==> config.mk <==
export PLATFORM = sky130hd
export DESIGN_NAME = mem_request_handler
export DESIGN_NICKNAME = d
export VERILOG_FILES = /design/src/rtl/mem_request_handler_pkg.sv /design/src/rtl/mem_request_handler_access_timer.sv /design/src/rtl/mem_request_handler.sv
export SDC_FILE = /design/constraint.sdc
export NUM_CORES = 1
export LEC_CHECK = 0
export BUFFER_PORTS_ARGS = -buffer_cell sky130_fd_sc_hd__buf_2
export CORE_AREA = 2 2 105 107
export DETAILED_ROUTE_END_ITERATION = 8
export DIE_AREA = 0 0 107 109
export GPL_ROUTABILITY_DRIVEN = 0
export PLACE_DENSITY = 0.81
export SLEW_MARGIN = 0
export SYNTH_ARGS = -nofsm -noshare
export SYNTH_HDL_FRONTEND = slang
export SYNTH_SLANG_ARGS = --single-unit
==> constraint.sdc <==
create_clock -name clk -period 2.85 [get_ports clk]
set_clock_uncertainty 0.2 [all_clocks]
set_input_delay 0.57 -clock clk [delete_from_list [all_inputs] [get_ports clk]]
set_output_delay 0.57 -clock clk [all_outputs]
set_load 0.02 [all_outputs]
==> src/rtl/mem_request_handler_pkg.sv <==
// Shared constants, state codes and bus payload type for the memory request handler.
package mem_request_handler_pkg;

  localparam int unsigned XLEN    = 32;
  localparam int unsigned SEL_W   = 4;
  localparam int unsigned STATE_W = 3;
  localparam int unsigned TIMER_W = 8;

  // FSM state codes
  localparam logic [STATE_W-1:0] ST_FETCH = 3'd0;
  localparam logic [STATE_W-1:0] ST_CHECK = 3'd1;
  localparam logic [STATE_W-1:0] ST_DATA  = 3'd2;
  localparam logic [STATE_W-1:0] ST_EXEC  = 3'd3;
  localparam logic [STATE_W-1:0] ST_ERROR = 3'd4;

  // addi x0,x0,0
  localparam logic [XLEN-1:0]  NOP_INSTR = 32'h0000_0013;
  localparam logic [SEL_W-1:0] SEL_WORD  = 4'hF;

  // One memory-bus request as driven towards the external interface
  typedef struct packed {
    logic [XLEN-1:0]  addr;
    logic [XLEN-1:0]  wdata;
    logic [SEL_W-1:0] sel;
    logic             read;
    logic             write;
  } bus_req_t;

  // States in which a bus request is outstanding and the watchdog runs
  function automatic logic is_bus_state(input logic [STATE_W-1:0] st);
    return (st == ST_FETCH) || (st == ST_DATA);
  endfunction

endpackage

==> src/rtl/mem_request_handler_access_timer.sv <==
// Access watchdog: counts wait cycles of one bus request and flags the last allowed cycle.
module mem_request_handler_access_timer
  import mem_request_handler_pkg::*;
#(
  parameter int unsigned LIMIT = 16
) (
  input  logic clk_i,
  input  logic rst_ni,
  input  logic clear_i,
  input  logic en_i,
  output logic expired_o
);

  localparam logic [TIMER_W-1:0] LAST = TIMER_W'(LIMIT - 1);

  logic [TIMER_W-1:0] count_q;
  logic [TIMER_W-1:0] count_d;
  logic               expired_q;

  // Next count: clear wins over enable
  always_comb begin
    count_d = count_q;
    if (clear_i) begin
      count_d = '0;
    end else if (en_i) begin
      count_d = count_q + TIMER_W'(1);
    end
  end

  // Counter register; expired is registered so it is high while count_q sits at the limit
  always_ff @(posedge clk_i or negedge rst_ni) begin
    if (!rst_ni) begin
      count_q   <= '0;
      expired_q <= 1'b0;
    end else begin
      count_q   <= count_d;
      expired_q <= (count_d == LAST);
    end
  end

  assign expired_o = expired_q;

endmodule

==> src/rtl/mem_request_handler.sv <==
// Sequences instruction fetch and data access of a single-cycle core over one shared bus.
module mem_request_handler
  import mem_request_handler_pkg::*;
#(
  parameter int unsigned     TIMEOUT     = 16,
  parameter logic [XLEN-1:0] RESET_INSTR = NOP_INSTR
) (
  input  logic              clk,
  input  logic              nrst,
  input  logic [XLEN-1:0]   pc,
  input  logic              dmm_read,
  input  logic              dmm_write,
  input  logic [XLEN-1:0]   dmm_addr,
  input  logic [XLEN-1:0]   dmm_wdata,
  input  logic [SEL_W-1:0]  dmm_sel,
  output logic [XLEN-1:0]   instruction,
  output logic [XLEN-1:0]   memload,
  output logic              freeze,
  output logic [XLEN-1:0]   bus_addr,
  output logic [XLEN-1:0]   bus_wdata,
  output logic [SEL_W-1:0]  bus_sel,
  output logic              bus_read,
  output logic              bus_write,
  input  logic [XLEN-1:0]   bus_rdata,
  input  logic              bus_ack,
  output logic              bus_error
);

  logic [STATE_W-1:0] state_q;
  logic [STATE_W-1:0] state_d;
  logic [XLEN-1:0]    instruction_q;
  logic [XLEN-1:0]    instruction_d;
  logic [XLEN-1:0]    memload_q;
  logic [XLEN-1:0]    memload_d;
  logic               pc_aligned;
  logic               timer_en;
  logic               timer_expired;
  bus_req_t           req;

  assign pc_aligned = (pc[1:0] == 2'b00);

  // Watchdog runs only while waiting for an ack; any other cycle restarts it
  assign timer_en = is_bus_state(state_q) && !bus_ack;

  mem_request_handler_access_timer #(
    .LIMIT (TIMEOUT)
  ) u_timer (
    .clk_i     (clk),
    .rst_ni    (nrst),
    .clear_i   (!timer_en),
    .en_i      (timer_en),
    .expired_o (timer_expired)
  );

  // Next-state, instruction and load-data latch decisions
  always_comb begin
    state_d       = state_q;
    instruction_d = instruction_q;
    memload_d     = memload_q;
    case (state_q)
      ST_FETCH: begin
        if (!pc_aligned) begin
          state_d = ST_ERROR;
        end else if (bus_ack) begin
          instruction_d = bus_rdata;
          state_d       = ST_CHECK;
        end else if (timer_expired) begin
          state_d = ST_ERROR;
        end
      end
      ST_CHECK: begin
        if (dmm_read && dmm_write) begin
          state_d = ST_ERROR;
        end else if (dmm_read || dmm_write) begin
          state_d = ST_DATA;
        end else begin
          state_d = ST_EXEC;
        end
      end
      ST_DATA: begin
        if (bus_ack) begin
          if (dmm_read) begin
            memload_d = bus_rdata;
          end
          state_d = ST_EXEC;
        end else if (timer_expired) begin
          state_d = ST_ERROR;
        end
      end
      ST_EXEC:  state_d = ST_FETCH;
      ST_ERROR: state_d = ST_ERROR;
      default:  state_d = ST_ERROR;
    endcase
  end

  // State and latched core-facing data
  always_ff @(posedge clk or negedge nrst) begin
    if (!nrst) begin
      state_q       <= ST_FETCH;
      instruction_q <= RESET_INSTR;
      memload_q     <= '0;
    end else begin
      state_q       <= state_d;
      instruction_q <= instruction_d;
      memload_q     <= memload_d;
    end
  end

  // Bus request decode; strobes drop as soon as reset is asserted
  always_comb begin
    req = '0;
    case (state_q)
      ST_FETCH: begin
        req.addr = pc;
        req.sel  = SEL_WORD;
        req.read = pc_aligned;
      end
      ST_DATA: begin
        req.addr  = dmm_addr;
        req.wdata = dmm_wdata;
        req.sel   = dmm_sel;
        req.read  = dmm_read;
        req.write = dmm_write;
      end
      default: ;
    endcase
    if (!nrst) begin
      req.read  = 1'b0;
      req.write = 1'b0;
    end
  end

  assign bus_addr    = req.addr;
  assign bus_wdata   = req.wdata;
  assign bus_sel     = req.sel;
  assign bus_read    = req.read;
  assign bus_write   = req.write;
  assign instruction = instruction_q;
  assign memload     = memload_q;
  assign freeze      = (state_q != ST_EXEC);
  assign bus_error   = (state_q == ST_ERROR);

endmodule

# Yosys cells after proc, flatten, opt, wreduce, memory -nomap -nowiden
# Index checks and enable logic that the tools add are counted.
totals:
  input_bits: 137
  reg_bits: 76
  word_cells: 34
op_classes:
  mux: 13
  n_reduce_logical: 9
  n_addsub: 1
  n_eq_ne: 6
ops:
  columns: ["cell", "count"]
  rows:
  - ["case mux 32 bit (2 select lines)", 1]
  - ["2-to-1 mux 32 bit", 1]
  - ["2-to-1 mux 3 bit", 5]
  - ["case mux 3 bit (4 select lines)", 1]
  - ["case mux 5 bit (2 select lines)", 1]
  - ["adder 8 x 1 -> 8 bit (second input constant)", 1]
  - ["== test 8 x 4 -> 1 bit (second input constant)", 1]
  - ["2-to-1 mux 8 bit", 1]
  - ["== test 3 x 2 -> 1 bit (second input constant)", 2]
  - ["AND reduction 3 bit", 2]
  - ["== test 3 x 1 -> 1 bit (second input constant)", 1]
  - ["== test 3 bit (second input constant)", 1]
  - ["logical NOT 3 bit", 1]
  - ["!= test 3 x 2 -> 1 bit (second input constant)", 1]
  - ["logical AND 1 bit", 2]
  - ["logical NOT 2 bit", 1]
  - ["logical OR 1 bit", 2]
  - ["2-to-1 mux 1 bit", 2]
  - ["2-to-1 mux 2 bit", 1]
  - ["logical NOT 1 bit", 1]

# Longest topological paths before layout
# Gate-level depths: netlist (run 1).
logic_depth:
  word_depth: 5
  depth_mapped: 6
  depth_no_buf: 5

# Cells and area by module
# A second synthesis (run 1) with hierarchy kept.
unflattened:
  cells_unflattened: 327
  area_unflattened_um2: 3975.1
modules_own_cells:
  columns: ["mod", "cells_each", "n_inst", "area_each_um2", "seq_area_each_um2"]
  rows:
  - ["mem_request_handler", 281, 1, 3482.1, 1680.4]
  - ["mem_request_handler_access_timer", 46, 1, 493.0, 225.2]

# Worst setup path before layout (run 1)
# OpenSTA, ideal clock, no wires.
synth_path:
  path_kind: "register to output"
  from: "register state_q[1]"
  to: "output port bus_addr[10]"
  path_stages_with_launch: 6
  required_time_ps: 2080
  setup_slack_ps: 577
  path_buffers: 3
  t_arrival_ps: 1503
  cell_sequence: "dfrtp_1 -> clkbuf_1 -> clkbuf_1 -> buf_2 -> mux2i_1 -> nor2_1"
synth_between:
  elab_chain_cells: 2
synth_rtl:
  columns: ["item", "line_no", "source"]
  rows:
  - ["start, declared", "mem_request_handler.sv:29", "logic [STATE_W-1:0] state_q;"]
  - ["start signal, assigned", "mem_request_handler.sv:103", "state_q <= state_d;"]
  - ["== test 3 x 2 -> 1 bit or logical NOT 3 bit (tied branches)", "mem_request_handler.sv:112", "case (state_q)"]
  - ["case mux 32 bit (2 select lines) *", "mem_request_handler.sv:112", null]
  - ["end, declared", "mem_request_handler.sv:19", "output logic [XLEN-1:0] bus_addr,"]
# Every way passes the cells marked *; elsewhere a longest branch is shown, timed or not.

# Worst setup path in the final report (run 1)
layout_path:
  from: "input port nrst"
  to: "output port bus_write"
layout_between:
  elab_chain_cells: 1
layout_rtl:
  columns: ["item", "line_no", "source"]
  rows:
  - ["start, declared", "mem_request_handler.sv:9", "input logic nrst,"]
  - ["2-to-1 mux 2 bit", "mem_request_handler.sv:127", "if (!nrst) begin"]
  - ["end, declared", "mem_request_handler.sv:23", "output logic bus_write,"]
# Every way passes these cells.

==> flow_summary.yaml, run 1 <==
status:
  status: "finished clean"
power:
  max-vdd-ir-drop_mv: 0.2659
  p_per_area_nw_per_um2: 380.3
  leakage_nw: 3.242
  total_power_mw: 2.073
  pwr-share-clk_pct: 39.6
  swShare_pct: 22.91
  share_seq_of_total_power_pct: 52.4
  p_switching_uw: 474.9
  internal_power_mw: 1.599
  power_frac_comb_pct: 8.0
global_route:
  grt_pass1_wl_um: 17020
  antenna_found_initial: 1
  grt_pass1_vias: 3408
  grt_max_degree: 64
  gr-total-overflow: 0
  grt_util_all_layers_pct: 18.46
hold_path:
  holdPathEnd: "memload[4]$_DFFE_PN0P_"
  hp-class: "in2reg"
  min_from: "bus_rdata[4]"
  min_path_cells: 2
timing:
  setup_violations: 0
  finalHoldWorstSlack_ns: 0.2705
  rsz0062_at_grt: "no"
  hold_viol: 0
  tns_ns: 0
  fmaxAchievable_mhz: 386.1
  drv_slew: 0
  finalCritPeriodShare_pct: 90.88
  max_slew_margin_pct: 53.43
  tightestPinTransition_ns: 0.6985
  fin_crit_ns: 2.590
die:
  dieArea_um2: 11660
  dieHeight_um: 109
  initial_core_util_pct: 35.53
  die_w_um: 107
  design.core.area_um2: 10600
  rows: 38
  io-pin-count: 273
synth:
  syn-cell-area_um2: 3767
  synth_top_area_share_pct: 48.49
  synth_xor_area_share_pct: 1.395
  netlist_instances: 324
  yosys_warnings: 0
  synth_simple_gate_area_share_pct: 13.85
  synth_top_family_by_area: "multiplexers"
  syn_avg_cell_area_um2: 11.63
  synth_top_cell_by_area: "dfrtp_1"
  ys_types: 33
  synth-seq-area-share_pct: 50.58
  synth_area_leaders: "dfrtp_1, mux2_2, mux2i_1, and3_1, nor2_1"
  syn-num-nets: 462
  synth_mux_area_share_pct: 27.63
  synth_compound_area_share_pct: 2.258
  ys_ff_latch: 76
  synthAdderAreaFrac_pct: 0.3321
critical_path:
  worst_path_largest_cell_delay_ns: 0.55
  arrival_ns: 1.82
  critPathRequiredTime_ns: 2.08
  rr_startpoint: "state_q[0]$_DFF_PN0_"
  critPathKind: "in2out"
  worstSetupEndpointType: "primary output"
  crit_path_start_kind: "primary input"
  worstReg2RegEnd: "memload[7]$_DFFE_PN0P_"
  r2r_slack_ns: 0.59
  rr_worst_depth: 5
  cpMaxStageDelayCell: "dlygate4sd3_1"
  path_max_fanout: 22
  path_cells: "dlygate4sd3_1 -> buf_4 -> and4_1 -> buf_2"
drt:
  drt_iter0_drc: 186
  via_per_inst: 4.771
  postRouteAntennaNets: 0
  vias: 3497
  drc_errors: 0
  wl_um: 11410
  first_pass_iters: 4
  post_drt_wl_per_cell_um: 15.57
final_layout:
  drive_gt1_share_pct: 61.72
  nNetsFinal: 727
  area_growth_pct: 44.70
  n_antenna_cell: 0
cts:
  clk_latency_ns: 0.33
  cts_tree: "yes"
  numCtsBuffers: 9
  clk_pin_slew_ns: 0.08
  cts_buffer_depth: 2
  cts_max_level: 3
  cts_root_buf: "clkbuf_8"
  post_cts_resized: 0
  postCtsSetupBuffers: 0
  holdBufCountCts: 1
  clock_sinks: 76
flow_run:
  cap_violations: 0
placement:
  hpwl_um: 8877
  place.port_buffers: 272
[how the worst max path moves through the flow]
stage	startpoint	to	slack, ns	cells after the start
global placement	pc[0]	bus_read	0.63	5
CTS	nrst	bus_write	0.24	4
global route	state_q[0]$_DFF_PN0_	bus_addr[30]	0.17	3
floorplan	state_q[1]$_DFF_PN0_	bus_addr[10]	0.58	5
detailed placement	state_q[0]$_DFF_PN0_	memload[19]$_DFFE_PN0P_	0.59	5
finish	nrst	bus_write	0.26	4
[per-stage QoR]
stage,setup WS (ns),cells,instance area [um^2],utilization [%]
6_report,0.2599,733,5451,51.42
5_1_grt,0.1688,733,5451,51.42
4_1_cts,0.2436,733,5451,51.42
3_5_place_dp,0.5942,717,5244,49.46
3_3_place_gp,0.6341,717,5244,49.46
2_1_floorplan,0.5770,324,3767,-
[logic make-up (layout without fill, tap and decap cells)]
logic type,Yosys count,after routing
AO/OA/AOI/OAI,14,14
AND/OR/NAND/NOR,100,100
multiplexers,96,96
flip-flops,76,76
XOR/XNOR,6,6
adder cells (fa/ha/maj),1,1
buffers and inverters,31,300
[power groups by stage]
stage	logic [mW]	registers (mW)	clock network, mW
finish	0.165	1.09	0.821
detailed placement	0.165	1.11	0
CTS	0.167	1.09	0.850
global route	0.184	1.09	0.900
floorplan	0.0238	1.12	0
global placement	0.159	1.11	0
[critical path: cells and delay by family]
family        cells  cell delay [ns]
simple gates      1             0.22
buf+inv           3             1.01
[synth_stat cells, drive strengths merged]
master,instances
nor3b,1
clkbuf,15
nand3b,3
and3,32
or4b,1
a211o,1
or3,3
nand3,5
ha,1
a21oi,8
nand2b,1
mux2,64
buf,10
xnor2,4
nor4,1
dfrtp,73
o211a,1
and4,2
nor2,43
or2,2
nand2,4
o21ai,2
mux2i,32
inv,6
nor3,2
o21bai,1
o32ai,1
xor2,2
dfstp,3
[cells in the final DEF, fill, tap and decap left out, types with 2 or more instances in the layout]
cell type | synthesis | final
mux2_2 | 63 | 63
nor2_1 | 42 | 42
inv_1 | 6 | 6
or2_2 | 2 | 2
dfrtp_1 | 73 | 72
xor2_1 | 2 | 2
nand3_1 | 5 | 4
nand3b_1 | 3 | 3
and4_1 | 2 | 2
buf_4 | 3 | 6
xnor2_1 | 4 | 4
nor3_1 | 2 | 2
mux2i_1 | 32 | 32
buf_2 | 5 | 271
o21ai_0 | 2 | 2
nand2_1 | 4 | 4
clkbuf_8 | 0 | 10
and3_1 | 32 | 32
or3_1 | 3 | 3
a21oi_1 | 8 | 8
dfstp_2 | 3 | 3
[layout make-up]
type / instances / area (um^2)
sequential: 76 / 1907
tap: 140 / 175.2
clock inverter: 5 / 60.06
clock buffer: 10 / 137.6
multi-input combinational: 217 / 1718
inverter: 6 / 22.52
fill: 940 / 5151
timing repair buffer: 279 / 1431
[sequential cells by signal, indices dropped and copies added (netlist names)]
register / count
u_timer.expired_o: 1
instruction: 32
memload: 32
u_timer.count_q: 8
state_q: 3
[per-layer routing]
| metal | vias to the layer above | part of all wire, % | global-route usage (%) |
|---|---|---|---|
| li1 | 1652 | - | - |
| met1 | 1717 | 41 | 24.25 |
| met2 | 121 | 50 | 30.03 |
| met3 | 7 | 7.9 | 5.798 |
| met4 | 0 | 0.46 | 4.267 |
| met5 | - | 0 | 0 |
No activity file was read; power rests on OpenSTA's default activity.
==> run 2: changes to the inputs <==
==> constraint.sdc (replaced) <==
create_clock -name clk -period 2.85 [get_ports clk]
set_clock_uncertainty 0.2 [all_clocks]
set_input_delay 0.285 -clock clk [delete_from_list [all_inputs] [get_ports clk]]
set_output_delay 0.285 -clock clk [all_outputs]
set_load 0.02 [all_outputs]
==> flow_summary.yaml, run 2 (synthesized netlist as in run 1, its figures left out) <==
status:
  status: "finished clean"
die:
  io-pin-count: 273
  design.core.area_um2: 10600
  die_w_um: 107
  dieHeight_um: 109
  initial_core_util_pct: 35.53
  dieArea_um2: 11660
  rows: 38
final_layout:
  final_util_pct: 54.57
  nNetsFinal: 758
  layout_commonest_cell: "buf_2"
  layout.cells.non_filler: 767
  design_area_um2: 5786
  fillCellCount: 897
  mostFrequentLayoutCells: "buf_2, dfrtp_1, mux2_2"
  drive_gt1_share_pct: 58.40
  area_growth_pct: 53.57
timing:
  setup_violations: 0
  fin_crit_ns: 2.468
  fmaxAchievable_mhz: 405.2
  rsz0062_at_grt: "no"
  fin_ws_ns: 0.3819
  drv_slew: 0
  max_slew_margin_pct: 47.24
  tns_ns: 0
  finalHoldWorstSlack_ns: 0.02107
  tightestPinTransition_ns: 0.7914
  finalCritPeriodShare_pct: 86.60
  hold_viol: 0
power:
  swShare_pct: 21.64
  total_power_mw: 2.196
  p_per_area_nw_per_um2: 379.5
  share_seq_of_total_power_pct: 49.5
  internal_power_mw: 1.721
  leakage_nw: 3.379
  pwr-share-clk_pct: 41.3
  p_switching_uw: 475.2
  power_frac_comb_pct: 9.2
  max-vdd-ir-drop_mv: 0.3215
critical_path:
  r2r_slack_ns: 0.81
  worstSetupEndpointType: "primary output"
  cp_num_buf_inv: 2
  arrival_ns: 1.98
  critical_path.top_delay_family: "buffers and inverters"
  path_max_fanout: 71
  rr_startpoint: "state_q[0]$_DFF_PN0_"
  worstReg2RegEnd: "instruction[22]$_DFFE_PN0P_"
  path_cells: "buf_4 -> mux2i_1 -> nor2_1 -> buf_2"
  cpMaxStageDelayCell: "buf_4"
  rr_worst_depth: 5
  critPathKind: "reg2out"
  critPathRequiredTime_ns: 2.37
  worst_path_largest_cell_delay_ns: 0.65
  crit_path_start_kind: "register"
placement:
  placed_cell_area_um2: 5224
  dp.cells: 716
  dp_worst_setup_slack_ns: 0.7545
  hpwl_um: 8766
  place.port_buffers: 272
hold_path:
  hp-class: "in2reg"
  min_from: "bus_rdata[1]"
  min_path_cells: 2
  holdPathEnd: "memload[1]$_DFFE_PN0P_"
cts:
  cts_root_buf: "clkbuf_8"
  cts_tree: "yes"
  postCtsSetupBuffers: 0
  cts_buffer_depth: 2
  cts_max_level: 3
  numCtsBuffers: 9
  holdBufCountCts: 33
  clock_sinks: 76
  clk_pin_slew_ns: 0.08
  clk_latency_ns: 0.33
  post_cts_resized: 0
drt:
  postRouteAntennaNets: 0
  drt_iter0_drc: 167
  drc_errors: 0
  post_drt_wl_per_cell_um: 15.58
  wl_um: 11950
  first_pass_iters: 4
  vias: 3648
  via_per_inst: 4.756
global_route:
  grt_max_degree: 72
  grt_pass1_wl_um: 17470
  grt_util_all_layers_pct: 19.12
  grt_pass1_vias: 3484
  antenna_found_initial: 3
  gr-total-overflow: 0
flow_run:
  cap_violations: 0
==> run 2: layer usage <==
layer | share of wire, % | global-route usage, % | vias to the layer above
li1 | - | - | 1716
met1 | 40 | 23.68 | 1765
met2 | 51 | 32.89 | 153
met3 | 8.0 | 5.977 | 14
met4 | 1.3 | 4.267 | 0
met5 | 0 | 0 | -
==> run 2: worst max path at each step <==
stage | start | slack (ns) | depth (start not counted) | to
6_report | state_q[1]$_DFF_PN0_ | 0.38 | 4 | bus_addr[31]
5_1_grt | state_q[1]$_DFF_PN0_ | 0.26 | 4 | bus_addr[22]
4_1_cts | state_q[1]$_DFF_PN0_ | 0.38 | 4 | bus_addr[3]
3_5_place_dp | state_q[1]$_DFF_PN0_ | 0.75 | 4 | bus_addr[31]
3_3_place_gp | state_q[1]$_DFF_PN0_ | 0.86 | 4 | bus_addr[6]
2_1_floorplan | state_q[1]$_DFF_PN0_ | 0.86 | 5 | bus_addr[10]
==> run 2: area by class of cell <==
type                            instances  area [um^2]  share of cell area [%]
Clock buffer                           11        141.4                   2.444
Timing Repair Buffer                  310         1732                   29.93
Multi-Input combinational cell        217         1718                   29.69
Clock inverter                          5        85.08                   1.471
Tap cell                              140        175.2                   3.028
Antenna cell                            2        5.005                 0.08651
Inverter                                6        22.52                  0.3893
Sequential cell                        76         1907                   32.96
==> run 2: power by group through the flow <==
stage | logic (mW) | registers [mW] | clock network [mW]
final | 0.202 | 1.09 | 0.907
after global routing | 0.222 | 1.09 | 0.981
after CTS | 0.202 | 1.09 | 0.937
after detailed placement | 0.166 | 1.11 | 0
after global placement | 0.160 | 1.11 | 0
after floorplan | 0.0238 | 1.12 | 0
